## src/rtl/alu_pkg.sv

```systemverilog
// Shared definitions for the multicycle ALU: operation encoding, FSM states
// and bit positions of the flags inside the packed flag vector.
package alu_pkg;

    typedef enum logic [3:0] {
        OP_ADD = 4'd0,
        OP_SUB = 4'd1,
        OP_AND = 4'd2,
        OP_OR  = 4'd3,
        OP_XOR = 4'd4,
        OP_NOT = 4'd5,
        OP_MAX = 4'd6,
        OP_MIN = 4'd7,
        OP_ABS = 4'd8,
        OP_SHR = 4'd9,
        OP_SHL = 4'd10,
        OP_MUL = 4'd11
    } op_e;

    typedef enum logic [1:0] {
        ST_IDLE = 2'd0,
        ST_EXEC = 2'd1,
        ST_DONE = 2'd2
    } state_e;

    // Flag bit positions inside a [NUM_FLAGS-1:0] vector
    localparam int FLAG_N    = 0;
    localparam int FLAG_Z    = 1;
    localparam int FLAG_OF   = 2;
    localparam int FLAG_E    = 3;
    localparam int FLAG_CO   = 4;
    localparam int NUM_FLAGS = 5;

endpackage

```

## src/rtl/alu_comb.sv

```systemverilog
// Single-cycle datapath of the ALU (ADD..ABS) with flag generation.
// Any op code outside 0..8 yields a zero result and all flags cleared; the
// top level overrides that for the shift and multiply ops it handles itself.
module alu_comb
    import alu_pkg::*;
#(
    parameter int WIDTH = 8
) (
    input  logic [3:0]           i_op,
    input  logic [WIDTH-1:0]     i_a,
    input  logic [WIDTH-1:0]     i_b,
    input  logic                 i_ci,
    output logic [WIDTH-1:0]     o_r,
    output logic [NUM_FLAGS-1:0] o_flags
);

    localparam logic [WIDTH-1:0] MOST_NEG = {1'b1, {(WIDTH-1){1'b0}}};

    logic [WIDTH:0]   w_sum;
    logic [WIDTH-1:0] w_diff;
    logic [WIDTH-1:0] w_neg_a;
    logic [WIDTH-1:0] w_res;
    logic             w_legal;
    logic             w_of;
    logic             w_co;

    // Result, overflow and carry for every single-cycle op
    always_comb begin
        w_sum   = {1'b0, i_a} + {1'b0, i_b} + {{WIDTH{1'b0}}, i_ci};
        w_diff  = i_a - i_b;
        w_neg_a = '0 - i_a;
        w_res   = '0;
        w_legal = 1'b1;
        w_of    = 1'b0;
        w_co    = 1'b0;
        case (i_op)
            OP_ADD: begin
                w_res = w_sum[WIDTH-1:0];
                w_co  = w_sum[WIDTH];
                w_of  = (i_a[WIDTH-1] == i_b[WIDTH-1]) && (w_sum[WIDTH-1] != i_a[WIDTH-1]);
            end
            OP_SUB: begin
                w_res = w_diff;
                w_co  = (i_a >= i_b);
                w_of  = (i_a[WIDTH-1] != i_b[WIDTH-1]) && (w_diff[WIDTH-1] != i_a[WIDTH-1]);
            end
            OP_AND: w_res = i_a & i_b;
            OP_OR:  w_res = i_a | i_b;
            OP_XOR: w_res = i_a ^ i_b;
            OP_NOT: w_res = ~i_a;
            OP_MAX: w_res = ($signed(i_a) > $signed(i_b)) ? i_a : i_b;
            OP_MIN: w_res = ($signed(i_a) < $signed(i_b)) ? i_a : i_b;
            OP_ABS: begin
                // The most negative value has no positive counterpart: pass it through and flag it
                if (i_a == MOST_NEG) begin
                    w_res = i_a;
                    w_of  = 1'b1;
                end else begin
                    w_res = i_a[WIDTH-1] ? w_neg_a : i_a;
                end
            end
            default: w_legal = 1'b0;
        endcase
    end

    // Pack result and flags; illegal ops report nothing at all
    always_comb begin
        o_r     = '0;
        o_flags = '0;
        if (w_legal) begin
            o_r              = w_res;
            o_flags[FLAG_N]  = w_res[WIDTH-1];
            o_flags[FLAG_Z]  = (w_res == '0);
            o_flags[FLAG_OF] = w_of;
            o_flags[FLAG_E]  = (i_a == i_b);
            o_flags[FLAG_CO] = w_co;
        end
    end

endmodule

```

## src/rtl/multicycle_alu.sv

```systemverilog
// Multicycle ALU: IDLE/EXEC/DONE controller, bit-serial shifter and optional
// shift-add multiplier around the single-cycle alu_comb datapath.
// Optional feature: define MULTICYCLE_ALU_MUL_EN to build the multiplier
// (op 11); without it op 11 is treated as an illegal op.
module multicycle_alu
    import alu_pkg::*;
#(
    parameter int WIDTH = 8
) (
    input  logic             clk,
    input  logic             rst,
    input  logic             start,
    input  logic [3:0]       op,
    input  logic [WIDTH-1:0] a,
    input  logic [WIDTH-1:0] b,
    input  logic             si,
    input  logic             ci,
    output logic             busy,
    output logic             done,
    output logic [WIDTH-1:0] r,
    output logic             n,
    output logic             z,
    output logic             of,
    output logic             e,
    output logic             co
);

    localparam int SW = $clog2(WIDTH);

    state_e               r_state;
    logic [3:0]           r_op;
    logic [WIDTH-1:0]     r_a;
    logic [WIDTH-1:0]     r_b;
    logic                 r_si;
    logic                 r_ci;
    logic [SW-1:0]        r_cnt;
    logic [WIDTH-1:0]     r_sh;
    logic                 r_busy;
    logic                 r_done;
    logic [WIDTH-1:0]     r_res;
    logic [NUM_FLAGS-1:0] r_flags;

    logic [WIDTH-1:0]     w_comb_r;
    logic [NUM_FLAGS-1:0] w_comb_flags;
    logic [SW-1:0]        w_shamt;
    logic [WIDTH-1:0]     w_sh_next;
    logic                 w_sh_out;
    logic [SW-1:0]        w_start_cnt;
    logic [WIDTH-1:0]     w_fin_r;
    logic [NUM_FLAGS-1:0] w_fin_flags;

`ifdef MULTICYCLE_ALU_MUL_EN
    logic [WIDTH-1:0]     r_prod;
    logic [WIDTH-1:0]     r_mcand;
    logic [WIDTH/2-1:0]   r_mplier;
    logic [WIDTH-1:0]     w_prod_next;

    // One shift-add step: add the shifted multiplicand when the current multiplier bit is set
    always_comb begin
        w_prod_next = r_prod + (r_mplier[0] ? r_mcand : '0);
    end
`endif

    alu_comb #(
        .WIDTH (WIDTH)
    ) u_alu_comb (
        .i_op    (r_op),
        .i_a     (r_a),
        .i_b     (r_b),
        .i_ci    (r_ci),
        .o_r     (w_comb_r),
        .o_flags (w_comb_flags)
    );

    assign w_shamt = r_b[SW-1:0];

    // One-bit shift step; a zero shift amount leaves the operand untouched with no bit out
    always_comb begin
        w_sh_next = r_sh;
        w_sh_out  = 1'b0;
        if (w_shamt != '0) begin
            if (r_op == OP_SHR) begin
                w_sh_next = {r_si, r_sh[WIDTH-1:1]};
                w_sh_out  = r_sh[0];
            end else begin
                w_sh_next = {r_sh[WIDTH-2:0], r_si};
                w_sh_out  = r_sh[WIDTH-1];
            end
        end
    end

    // Number of extra EXEC cycles after the first, derived from the request being accepted
    always_comb begin
        w_start_cnt = '0;
        case (op)
            OP_SHR, OP_SHL: begin
                if (b[SW-1:0] != '0) w_start_cnt = b[SW-1:0] - SW'(1);
            end
`ifdef MULTICYCLE_ALU_MUL_EN
            OP_MUL: w_start_cnt = SW'(WIDTH/2 - 1);
`endif
            default: w_start_cnt = '0;
        endcase
    end

    // Select the value committed on entry to DONE
    always_comb begin
        w_fin_r     = w_comb_r;
        w_fin_flags = w_comb_flags;
        if (r_op == OP_SHR || r_op == OP_SHL) begin
            w_fin_r              = w_sh_next;
            w_fin_flags          = '0;
            w_fin_flags[FLAG_N]  = w_sh_next[WIDTH-1];
            w_fin_flags[FLAG_Z]  = (w_sh_next == '0);
            w_fin_flags[FLAG_E]  = (r_a == r_b);
            w_fin_flags[FLAG_CO] = w_sh_out;
        end
`ifdef MULTICYCLE_ALU_MUL_EN
        if (r_op == OP_MUL) begin
            w_fin_r             = w_prod_next;
            w_fin_flags         = '0;
            w_fin_flags[FLAG_N] = w_prod_next[WIDTH-1];
            w_fin_flags[FLAG_Z] = (w_prod_next == '0);
            w_fin_flags[FLAG_E] = (r_a == r_b);
        end
`endif
    end

    // Controller: accept in IDLE/DONE, iterate in EXEC, commit results on entry to DONE
    always_ff @(posedge clk or posedge rst) begin
        if (rst) begin
            r_state  <= ST_IDLE;
            r_op     <= '0;
            r_a      <= '0;
            r_b      <= '0;
            r_si     <= 1'b0;
            r_ci     <= 1'b0;
            r_cnt    <= '0;
            r_sh     <= '0;
            r_busy   <= 1'b0;
            r_done   <= 1'b0;
            r_res    <= '0;
            r_flags  <= '0;
`ifdef MULTICYCLE_ALU_MUL_EN
            r_prod   <= '0;
            r_mcand  <= '0;
            r_mplier <= '0;
`endif
        end else begin
            case (r_state)
                ST_IDLE, ST_DONE: begin
                    r_done <= 1'b0;
                    if (start) begin
                        r_op     <= op;
                        r_a      <= a;
                        r_b      <= b;
                        r_si     <= si;
                        r_ci     <= ci;
                        r_sh     <= a;
                        r_cnt    <= w_start_cnt;
`ifdef MULTICYCLE_ALU_MUL_EN
                        r_prod   <= '0;
                        r_mcand  <= {{(WIDTH/2){1'b0}}, a[WIDTH/2-1:0]};
                        r_mplier <= b[WIDTH/2-1:0];
`endif
                        r_busy   <= 1'b1;
                        r_state  <= ST_EXEC;
                    end else begin
                        r_state  <= ST_IDLE;
                    end
                end
                ST_EXEC: begin
                    r_sh     <= w_sh_next;
`ifdef MULTICYCLE_ALU_MUL_EN
                    r_prod   <= w_prod_next;
                    r_mcand  <= r_mcand << 1;
                    r_mplier <= r_mplier >> 1;
`endif
                    if (r_cnt == '0) begin
                        r_res   <= w_fin_r;
                        r_flags <= w_fin_flags;
                        r_busy  <= 1'b0;
                        r_done  <= 1'b1;
                        r_state <= ST_DONE;
                    end else begin
                        r_cnt   <= r_cnt - SW'(1);
                    end
                end
                default: r_state <= ST_IDLE;
            endcase
        end
    end

    assign busy = r_busy;
    assign done = r_done;
    assign r    = r_res;
    assign n    = r_flags[FLAG_N];
    assign z    = r_flags[FLAG_Z];
    assign of   = r_flags[FLAG_OF];
    assign e    = r_flags[FLAG_E];
    assign co   = r_flags[FLAG_CO];

endmodule

```

## config.mk

```make
export PLATFORM = sky130hd
export DESIGN_NAME = multicycle_alu
export DESIGN_NICKNAME = d
export VERILOG_FILES = /design/src/rtl/alu_pkg.sv /design/src/rtl/alu_comb.sv /design/src/rtl/multicycle_alu.sv
export SDC_FILE = /design/constraint.sdc
export NUM_CORES = 1
export LEC_CHECK = 0
export CAP_MARGIN = 20
export CELL_PAD_IN_SITES_DETAIL_PLACEMENT = 1
export CELL_PAD_IN_SITES_GLOBAL_PLACEMENT = 2
export CORE_MARGIN = 5
export CORE_UTILIZATION = 38
export CTS_CLUSTER_DIAMETER = 60
export CTS_CLUSTER_SIZE = 16
export DETAILED_ROUTE_END_ITERATION = 8
export HOLD_SLACK_MARGIN = 0.05
export PLACE_DENSITY = 0.95
export SLEW_MARGIN = 10
export SYNTH_ARGS = -nofsm -noshare
export SYNTH_HDL_FRONTEND = slang
export SYNTH_SLANG_ARGS = --single-unit
```

## constraint.sdc

```tcl
create_clock -name clk -period 4.7 [get_ports clk]
set_input_delay 1.41 -clock clk [delete_from_list [all_inputs] [get_ports clk]]
set_output_delay 1.41 -clock clk [all_outputs]
set_load 0.02 [all_outputs]
```

Yosys cells after proc, flatten, opt, wreduce, memory -nomap -nowiden --
Cells that the tools add are included.
Cells by class: add/subtract/negate cells 6, $lt $le $gt $ge 3, equality and inequality tests 23, muxes and demuxes 32, bitwise logic cells 4, reductions and logical operators 20
Operators by type and width (count):
- 8-bit two-way mux | 9
- 8-bit one-hot mux with 9 select lines | 1
- 4-bit == test, second input constant | 5
- 4-bit by 3-bit == test with 1-bit output, second input constant | 4
- 8-bit zero test | 2
- 8-bit one-hot mux with 2 select lines | 1
- 3-bit two-way mux | 4
- 5-bit two-way mux | 2
- 8-bit by 8-bit adder with 9-bit output | 1
- 9-bit by 1-bit adder with 9-bit output | 1
- 9-bit OR reduction | 1
- 8-bit bitwise AND | 1
- 4-bit by 2-bit == test with 1-bit output, second input constant | 2
- 8-bit == test | 1
- 8-bit == test, second input constant | 1
- 8-bit greater-or-equal comparator | 1
- 8-bit greater-than comparator | 1
- 8-bit less-than comparator | 1
- 1-bit two-way mux | 8
- 8-bit NOT | 1
- 8-bit bitwise OR | 1
- 2-bit AND reduction | 4
- 1-bit by 8-bit subtractor with 8-bit output, first input constant | 1
- 8-bit subtractor | 1
- other kinds (22) | 33
Word-level totals: register bits after elaboration 50, word-level logic and storage cells 100

Longest topological paths before layout --
depth in word-level cells 7, depth in mapped cells 10, depth with buffers taken out 10

Hierarchy --
Synthesis repeated with hierarchy kept, for this count alone.
Unflattened totals: cells, all modules 507, area, all modules 4475.5 µm²
Modules (own cells, without submodules):
- multicycle_alu | instances 1, cells each 233, area an instance 2534.9 µm², sequential area each 1251.2 µm²
- alu_comb | instances 1, cells each 274, area an instance 1940.6 µm², sequential area each 0.0 µm²

Worst setup path before layout --
OpenSTA, ideal clock, no wires.
kind reg2reg, start register r_a[0], end register r_flags[1], data arrival time 2.884 ns, path slack 1.724 ns, cell stages (with the launch flop) 11, period minus slack after synthesis 2.976 ns, cells stage by stage dfrtp_1 > inv_1 > ha_1 > fa_1 > nor3_1 > o31a_1 > o311ai_4 > o2bb2ai_1 > a221oi_1 > o2111ai_1 > o31ai_2
Between the ends: word-level cells in the longest chain between the ends 7
RTL lines:
- start, declared | line multicycle_alu.sv:32 | logic [WIDTH-1:0] r_a;
- start signal, assigned | line multicycle_alu.sv:134 | r_a <= '0;
- start signal, assigned | line multicycle_alu.sv:155 | r_a <= a;
- parallel branches: the longest is 3 deep, another holds 8-bit by 8-bit adder with 9-bit output
- 8-bit one-hot mux with 9 select lines (*) | line alu_comb.sv:36 | case (i_op)
- 8-bit zero test (*) | line alu_comb.sv:73 | o_flags[FLAG_Z] = (w_res == '0);
- 5-bit two-way mux (*) | line alu_comb.sv:70 | if (w_legal) begin
- 5-bit two-way mux (*) | line multicycle_alu.sv:110 | if (r_op == OP_SHR || r_op == OP_SHL) begin
- end signal, assigned | line multicycle_alu.sv:181 | r_flags <= w_fin_flags;
- end, declared | line multicycle_alu.sv:41 | logic [NUM_FLAGS-1:0] r_flags;
Mark *: on every way between the ends. A chain may end at the register's enable or synchronous reset.

Final worst setup path --
Same ends and word-level chain as after synthesis.

==> metrics.txt <==
run status=completed; vias in the first global route=4,080; hold slack=a little under 0.5 ns; Fin. Hold Viols=0; postcts setup bufs=0; Yosys reg bits=49; Synth warnings=0; Ant. Diodes=0; largest net degree at the start of global routing=50; Worst setup EP type=flip-flop; commonest non-fill, non-tap cell in the layout=nand2_1; syn_area_per_cell=8.47 um2; antenna violations before repair=0; Routed WL=13,700 um; Setup Skew=0.00797 ns; Iter 0 DRT Violations=344; global placer's final weighted congestion=~0.98; synth unique cells=76; via count=just under 4,000; Die Y-Extent=114 um; CTS Sinks=49; Min Clock Period, post-route=3.74 ns; remaining global-route overflow=0; initial core utilization=between 30% and 40%; f_max=0.268 GHz; Layout Nets=approximately 570; # hold bufs at CTS=0; global-route wire length before repair=22,000 um; PortBufs=39; clk buf depth=2; maximum vdd ir drop=0.375 mV; Tcrit/Tclk final=79.5%; leakage dissipation=1.95 nW; # resized after CTS=0; TritonCTS clock tree=done; EDFF count, synth=0; design area=approximately 4700 um2; Power, Total=3.99 mW; type of the worst min-delay path=reg2reg; CP Class=reg2reg; relative max-transition margin=26.6%; Final Setup Violations=0; CTS Buf Count=5; Post-Syn Nets=543; synthesized cell area=4140 um2; drt pass-1 iters=5; Yosys top cell area share=29.7%; row count=38; post-synthesis cell count=488; sequential-to-total area share from yosys stat=29.7%; Pwr Density=846 nW/um2; I/O pins=40; placed cell area=approximately 4600 um2; chip width=114 um; area delta synth->final=14.1%; commonest cells after routing, fill and taps aside=nand2_1, dfrtp_1, clkdlybuf4s50_1; Tot GR Track Use=21.2%; Max Cap Viol=0; post-DR wirelength/cell=21.0 um; unrepaired setup endpoints after global routing=false; Final Slew Violations=0; drt drc=0; clk_lat worst skew=0.31 ns; fraction of registers with async set/reset=100%; Antenna Nets Post-Route=0; Worst Path Required=4.92 ns; Most used DFF post-synth=dfrtp_1; startpoint types=flip-flop; worst-path maximum fanout=8; H-tree depth=2; Root Driver=clkbuf_8; TNS Setup=0 ns; DPL Wire Length=10,600 um; Core ar.=10,700 um2; worst path arrival time=slightly below 4 ns; Synth area leader=dfrtp_1; Worst Tran Pin Value=approximately 1.1 ns; fill count=1,301; fraction of layout cells with a size suffix above 1=under 10%; Reg clk slew, reported paths=0.09 ns; FF-to-FF setup slack=roughly 0.96 ns; die area=between 10,000 and 15,000 um2; Vias per Instance=5.96; largest cells by area after synthesis=dfrtp_1, ha_1, nand2_1
power breakdown:
group	total [mW]	switching (mW)	internal (mW)	leakage, nW
combinational	2.74	1.63	1.12	1.32
sequential	0.991	0.364	0.628	0.594
clock	0.254	0.148	0.106	0.0385
worst paths after layout:
check                           startpoint    endpoint  cells past startpoint
worst max register to register      r_a[0]  r_flags[1]                     10
max in group asynchronous              rst      r_a[7]                      3
min in group asynchronous              rst        r_si                      2
worst min-delay path                  done        done                      2
worst min register to register        done        done                      2
worst max-delay path                r_a[0]  r_flags[1]                     10
logic make-up (layout without fill, tap and decap cells):
logic type               count (synthesis)  after routing  synth area share (%)
XOR/XNOR                                 9              9                  1.91
adder cells (fa/ha/maj)                 30             30                  9.62
flip-flops                              49             49                  29.7
multiplexers                            26             26                  6.84
AND/OR/NAND/NOR                        171            171                  21.0
buffers and inverters                   66             90                  6.78
AO/OA/AOI/OAI                          137            137                  24.2
registers in the layout, summed over array words and instances, names as in the netlist:
register  count
r_flags       5
done          1
r_state       2
r_ci          1
r_a           8
r_si          1
r_b           8
r_sh          8
r_cnt         3
r             7
busy          1
r_op          4
stage by stage:
step | util (%) | setup slack, ns | cells
after floorplan | - | 1.72 | 488
after global placement | 42.9 | 1.28 | 643
after detailed placement | 42.9 | 1.07 | 643
after CTS | 43.7 | 1.04 | 651
after global routing | 43.9 | 0.781 | 652
final | 43.9 | 0.962 | 652
metal layers:
metal,vias to the layer above,GRT usage [%],part of all wire (%)
met1,1916,29.5,45
li1,1825,-,-
met4,0,6.25,2.9
met3,26,2.80,5.2
met2,121,34.5,47
met5,-,0,0
worst max-delay path, stage by stage (launching register included):
cell and delay [ns]:
dfrtp_1 0.53, inv_1 0.16, ha_1 0.25, fa_1 0.41, nor3_1 0.48, o31a_1 0.33, o311ai_4 0.20, o2bb2ai_1 0.29
a221oi_1 0.54, o2111ai_1 0.22, o31ai_2 0.24
cell usage after synthesis, drive strengths merged (3+ instances only):
cell / n
nor2b: 8
nand2b: 7
dfrtp: 49
inv: 33
ha: 27
o22ai: 3
o31ai: 4
a211oi: 3
nor4: 7
o32a: 3
buf: 15
o221ai: 8
mux2: 8
nand2: 66
a2111oi: 4
nor4b: 3
or2: 4
fa: 3
xor2: 7
o211ai: 3
and3: 5
o31a: 5
clkbuf: 16
nor3: 7
a22oi: 7
o21a: 6
nand3: 8
o21ai: 30
or4: 4
a31oi: 11
a221oi: 5
nor2: 35
o21bai: 4
a21oi: 20
a211o: 5
mux2i: 17
area by class of cell:
class | count | area, um2 | share of cell area, %
clock buffers | 7 | 76.3 | 1.62
clock inverters | 1 | 7.51 | 0.159
inverters | 35 | 131 | 2.79
multi-input cells | 373 | 2640 | 55.9
flip-flops and latches | 49 | 1230 | 26.0
well taps | 140 | 175 | 3.71
repair buffers | 47 | 463 | 9.81
Power figures use the tool's default switching activity.
